===== config.mk =====
export PLATFORM = sky130hd
export DESIGN_NAME = counter_min_hour
export DESIGN_NICKNAME = d
export VERILOG_FILES = /design/src/rtl/counter_min_hour.sv
export SDC_FILE = /design/constraint.sdc
export NUM_CORES = 1
export LEC_CHECK = 0
export BUFFER_PORTS_ARGS = -buffer_cell sky130_fd_sc_hd__buf_2
export CELL_PAD_IN_SITES_DETAIL_PLACEMENT = 0
export CELL_PAD_IN_SITES_GLOBAL_PLACEMENT = 1
export CORE_MARGIN = 1.5
export CORE_UTILIZATION = 33
export CTS_CLUSTER_DIAMETER = 30
export CTS_CLUSTER_SIZE = 25
export DETAILED_ROUTE_END_ITERATION = 10
export PLACE_DENSITY = 0.8
export RECOVER_POWER = 100
export SLEW_MARGIN = 20
export SYNTH_ARGS = -nofsm -noshare
export SYNTH_HDL_FRONTEND = slang
export SYNTH_SLANG_ARGS = --single-unit

===== constraint.sdc =====
create_clock -name clock -period 2.2 [get_ports clock]
set_input_delay 0.22 -clock clock [delete_from_list [all_inputs] [get_ports clock]]
set_output_delay 0.22 -clock clock [all_outputs]
set_load 0.03 [all_outputs]

===== src/rtl/counter_min_hour.sv =====
// Minutes/hours stage of the clock chain; 12-hour AM/PM build selected by CLOCK_12H_EN.
// Latency: counts update on the edge after carry_sec/load; carry_min/carry_day are same-cycle combinational.
// Backpressure: none; enable_min=0 drops carry_sec pulses, and a held load freezes its field.
module counter_min_hour (
  input  logic       clock,
  input  logic       reset_min_n,
  input  logic       carry_sec,
  input  logic       enable_min,
  input  logic       load_min,
  input  logic [5:0] data_min,
  input  logic       load_hour,
  input  logic [4:0] data_hour,
  output logic [5:0] count_min,
  output logic [4:0] count_hour,
  output logic       pm,
  output logic       carry_min,
  output logic       carry_day
);

  logic       inc;
  logic       hour_last;
  logic [5:0] min_load_val;
  logic [4:0] hour_in;

  assign inc          = carry_sec & enable_min;
  assign min_load_val = (data_min > 6'd59) ? 6'd0 : data_min;
  assign hour_in      = (data_hour > 5'd23) ? 5'd0 : data_hour;

  // A minute load on the wrap cycle swallows the carry, so hours hold.
  assign carry_min = inc & ~load_min & (count_min == 6'd59);
  assign carry_day = carry_min & ~load_hour & hour_last;

  always_ff @(posedge clock or negedge reset_min_n) begin
    if (!reset_min_n) begin
      count_min <= 6'd0;
    end else if (load_min) begin
      count_min <= min_load_val;
    end else if (inc) begin
      count_min <= (count_min == 6'd59) ? 6'd0 : count_min + 6'd1;
    end
  end

`ifdef CLOCK_12H_EN
  logic       pm_q;
  logic [4:0] hour_load_val;
  logic       pm_load_val;

  // 24-hour load value to 12-hour display: 0 -> 12 AM, 12 -> 12 PM, 13..23 -> 1..11 PM.
  always_comb begin
    hour_load_val = hour_in;
    pm_load_val   = 1'b0;
    if (hour_in == 5'd0) begin
      hour_load_val = 5'd12;
    end else if (hour_in >= 5'd12) begin
      pm_load_val = 1'b1;
      if (hour_in != 5'd12) hour_load_val = hour_in - 5'd12;
    end
  end

  assign hour_last = pm_q & (count_hour == 5'd11);
  assign pm        = pm_q;

  always_ff @(posedge clock or negedge reset_min_n) begin
    if (!reset_min_n) begin
      count_hour <= 5'd12;
      pm_q       <= 1'b0;
    end else if (load_hour) begin
      count_hour <= hour_load_val;
      pm_q       <= pm_load_val;
    end else if (carry_min) begin
      if (count_hour == 5'd12) begin
        count_hour <= 5'd1;
      end else begin
        count_hour <= count_hour + 5'd1;
        if (count_hour == 5'd11) pm_q <= ~pm_q;
      end
    end
  end
`else
  assign hour_last = (count_hour == 5'd23);
  assign pm        = 1'b0;

  always_ff @(posedge clock or negedge reset_min_n) begin
    if (!reset_min_n) begin
      count_hour <= 5'd0;
    end else if (load_hour) begin
      count_hour <= hour_in;
    end else if (carry_min) begin
      count_hour <= (count_hour == 5'd23) ? 5'd0 : count_hour + 5'd1;
    end
  end
`endif

endmodule


# Word level (Yosys, flattened, before mapping)
# Cells that the tools add are included.
[classes]
addsub = 2
magnitude_cmp = 2
eq_ne = 2
mux = 8
n_bitwise = 7
n_reduce_logical = 2
[ops]
columns = ["cell", "n"]
rows = [
  ["6-bit two-way mux", 4],
  ["5-bit two-way mux", 4],
  ["6-bit by 1-bit adder with 6-bit output (second input constant)", 1],
  ["6-bit == test (second input constant)", 1],
  ["6-bit > comparator (second input constant)", 1],
  ["5-bit by 1-bit adder with 5-bit output (second input constant)", 1],
  ["1-bit bitwise AND", 5],
  ["5-bit == test (second input constant)", 1],
  ["5-bit > comparator (second input constant)", 1],
  ["2-bit nonzero test", 2],
  ["1-bit inverter", 2],
]
[word_totals]
reg_bits = 11
inputBits = 17
out_inout_bits = 14

# Logic depth before layout (Yosys ltp)
[logic_depth]
word_depth = 5
mapped_depth = 6
ltp_nobuf = 6

# Worst setup path after synthesis
# No wires, ideal clock.
[synth_path]
kind = "reg2out"
start = "register count_min[0]"
end = "output carry_day"
t_arrival_ps = 2291
setup_slack_ps = -311
path_stages_with_launch = 5
n_path_buf = 0
path_cell_list = "dfrtp_1 ha_1 nand3_4 or3_4 nor4_1"
[synth_between]
elab_chain_len = 4
[synth_lines]
columns = ["element", "line_no", "rtl"]
rows = [
  ["from (decl)", "13", "output logic [5:0] count_min,"],
  ["from (signal assigned)", "37", "count_min <= min_load_val;"],
  ["from (signal assigned)", "39", "count_min <= (count_min == 6'd59) ? 6'd0 : count_min + 6'd1;"],
  ["6-bit == test", "30", "assign carry_min = inc & ~load_min & (count_min == 6'd59);"],
  ["1-bit bitwise AND", "30", ""],
  ["1-bit bitwise AND (2 in series)", "31", "assign carry_day = carry_min & ~load_hour & hour_last;"],
  ["to (decl)", "17", "output logic carry_day"],
]
# Every way passes these cells.

# Worst setup path after layout
# Ends and elaborated chain as after synthesis.

==> out/results.ini <==
[floorplanning]
dieArea_mm2=0.002558
coreArea_mm2=0.002170
die_x_um=50.58
start_util=0.3443
ios=31
fp.dieH_um=50.58
rows=17

[global_route]
first_global_vias=630
grt_pass1_wl_um=2918
grt.total_usage=0.1531
grt-ovfl-total=0
grt_max_degree=13
antenna_found_initial=0

[worst_setup_path]
r2r_start=count_min[0]
reg2reg_depth=6
cp-endpoint=carry_day
crit_fanout=6
worstPathRequired_ns=1.98
rrSetupSlack_ns=0.52
startpoint_type=flip-flop
startpoint=count_min[0]
arrival_ns=1.90
path_class=reg2out
cp-end-kind=output pin
r2r-end=count_hour[0]

[cts]
cts_root_buf=clkbuf_4
cts_max_level=1
clk_path_buf_depth=2
clkSinkCount=11
cts_tree=yes
clkTransAtPathRegs_ns=0.08
numCtsBuffers=3
post_cts_buffers=0
clk_latency_ns=0.27

[power]
p_seq_frac=0.457
p_comb_frac=0.281
leakagePower_nw=0.3850
peakVddDrop_uv=320.2
p_switching_w=0.0002131
sw_frac_of_total=0.3801
pwr_density_cell_mw_per_mm2=598.3
clkPwrFrac=0.263
internal-power_w=0.0003476
power_w=0.0005607

[synthesis]
async_flop_share=1.000
synth_top_area_frac=0.3685
yosys_warnings=0
synth_cell_types=33
synth.top_cells.by_count=11 x dfrtp_1, 8 x nand2_1, 7 x a21oi_1, 7 x o21ai_0
syn_area_um2=747.0
avgSynthCellArea_um2=8.892
synth-seq-cells=11
synth_cells=84
ys_seq_area_frac=0.3685
synth_fp_nets=103
synth.area.top_cells=dfrtp_1 37%, a21oi_1 4.7%, o21ai_0 4.7%
yosysMostFrequentCell=dfrtp_1
yosys.area.top_type=dfrtp_1
synth_edf_count=0
synthFlopType=dfrtp_1

[sta]
fin_worst_skew_ns=0.002319
rsz0062_at_grt=false
slew_headroom=0.5962
setup_viol=0
timing.fmax_ghz=0.4706
slew_viol_final=0
hold_violations=0
min_period_over_period=0.9658
post-route-min-period_ns=2.125
worst_slack_ns=0.07520
tns_ns=0
tightest_slew_ns=0.6057

[routing]
vias_per_cell=5.354
wl_um=1875
drt-initial-drc-count=16
ant_nets=0
drt_pre_antenna_iters=4
avgRoutedWirePerCell_um=13.02
drc=0
vias=771

[layout]
drive_gt1_frac=0.2241
final_nets=136
fill_cells=256
fin_util=0.4319
syn2layout_area_growth_pct=25.46
antenna_cells=0
multiInputGateArea_um2=440.4
seqCellArea_um2=275.3

[job]
drv_cap=0

[placement]
io_buffers=29
place_hpwl_um=1418
finalWeightedCongestion=0.7609
preCtsSetupSlack_ns=0.3536

[worst_hold_path]
min_path_type=in2reg

[status]
status=completed

[critical path: stages (launching register included)]
cell and delay (ns):
dfrtp_1 0.43, ha_2 0.26, nand3_4 0.09, or3_4 0.38, nor4_2 0.23, buf_2 0.24
[layer usage]
| layer | global-route usage | share of wire | vias up |
|---|---|---|---|
| li1 | - | - | 389 |
| met1 | 0.2151 | 0.50 | 365 |
| met2 | 0.2259 | 0.46 | 13 |
| met3 | 0.02976 | 0.035 | 4 |
| met4 | 0.06757 | 0.011 | 0 |
| met5 | 0 | 0 | - |
[how the worst min path moves through the flow]
| stage | startpoint | to | slack (ns) | cells after the start |
|---|---|---|---|---|
| 3_5_place_dp | reset_min_n | count_hour[3] | 0.11 | 1 |
| 2_1_floorplan | reset_min_n | count_hour[0] | -0.08 | 0 |
| 6_report | data_min[0] | count_min[0] | 0.15 | 3 |
| 4_1_cts | data_min[0] | count_min[0] | 0.15 | 3 |
| 5_1_grt | data_hour[1] | count_hour[1] | 0.17 | 2 |
| 3_3_place_gp | reset_min_n | count_hour[3] | 0.11 | 1 |
[power groups by stage]
stage / sequential, W / combinational, W / clock (W)
6_report: 0.000256 / 0.000157 / 0.000147
4_1_cts: 0.000255 / 0.000164 / 0.000148
3_5_place_dp: 0.000259 / 0.000162 / 0
2_1_floorplan: 0.000294 / 0.0000670 / 0
5_1_grt: 0.000260 / 0.000173 / 0.000159
3_3_place_gp: 0.000257 / 0.000162 / 0
[layout make-up]
| type | count | area share |
|---|---|---|
| sequential | 11 | 0.2937 |
| clock buffer | 4 | 0.02804 |
| inverter | 4 | 0.02136 |
| timing repair buffer | 30 | 0.1495 |
| multi-input combinational | 67 | 0.4700 |
| tap | 28 | 0.03738 |
[cells in the final DEF, fill, tap and decap left out, types with 2 or more instances in the layout]
| cell type | n |
|---|---|
| nor3_1 | 3 |
| a221o_1 | 2 |
| a31oi_1 | 2 |
| nand2_1 | 8 |
| nor2_1 | 4 |
| o21ai_0 | 7 |
| a211oi_1 | 4 |
| clkbuf_4 | 3 |
| and4b_1 | 2 |
| clkbuf_1 | 13 |
| nand2b_1 | 2 |
| dfrtp_1 | 11 |
| a21oi_1 | 7 |
| inv_1 | 3 |
| a22oi_1 | 2 |
| buf_2 | 16 |
| nand3_1 | 4 |
| nor3b_1 | 4 |
[what timing repair did]
action | in CTS | in global routing
hold buffers | 1 | 0
endpoints found under the hold margin | 11 | 0
endpoints found under the setup margin | 0 | 1
resized for setup | 0 | 1
[cells by family after synthesis]
family,share of synthesized area
AND/OR/NAND/NOR,0.2881
AO/OA/AOI/OAI,0.2529
flip-flops,0.3685
buffers and inverters,0.05193
adder cells (fa/ha/maj),0.03350
other,0.005020
[state kept, by name (all words and copies together) (netlist names)]
register	cells
count_hour	5
count_min	6
[stage by stage]
| stage | hold WS (ns) | instance area, um2 | std cells |
|---|---|---|---|
| global placement | 0.1109 | 914.6 | 139 |
| finish | 0.1521 | 937.1 | 144 |
| CTS | 0.1540 | 950.9 | 144 |
| detailed placement | 0.1104 | 914.6 | 139 |
| floorplan | -0.07559 | 753.2 | 84 |
| global route | 0.1707 | 937.1 | 144 |
(Power assumes the default switching activity.)
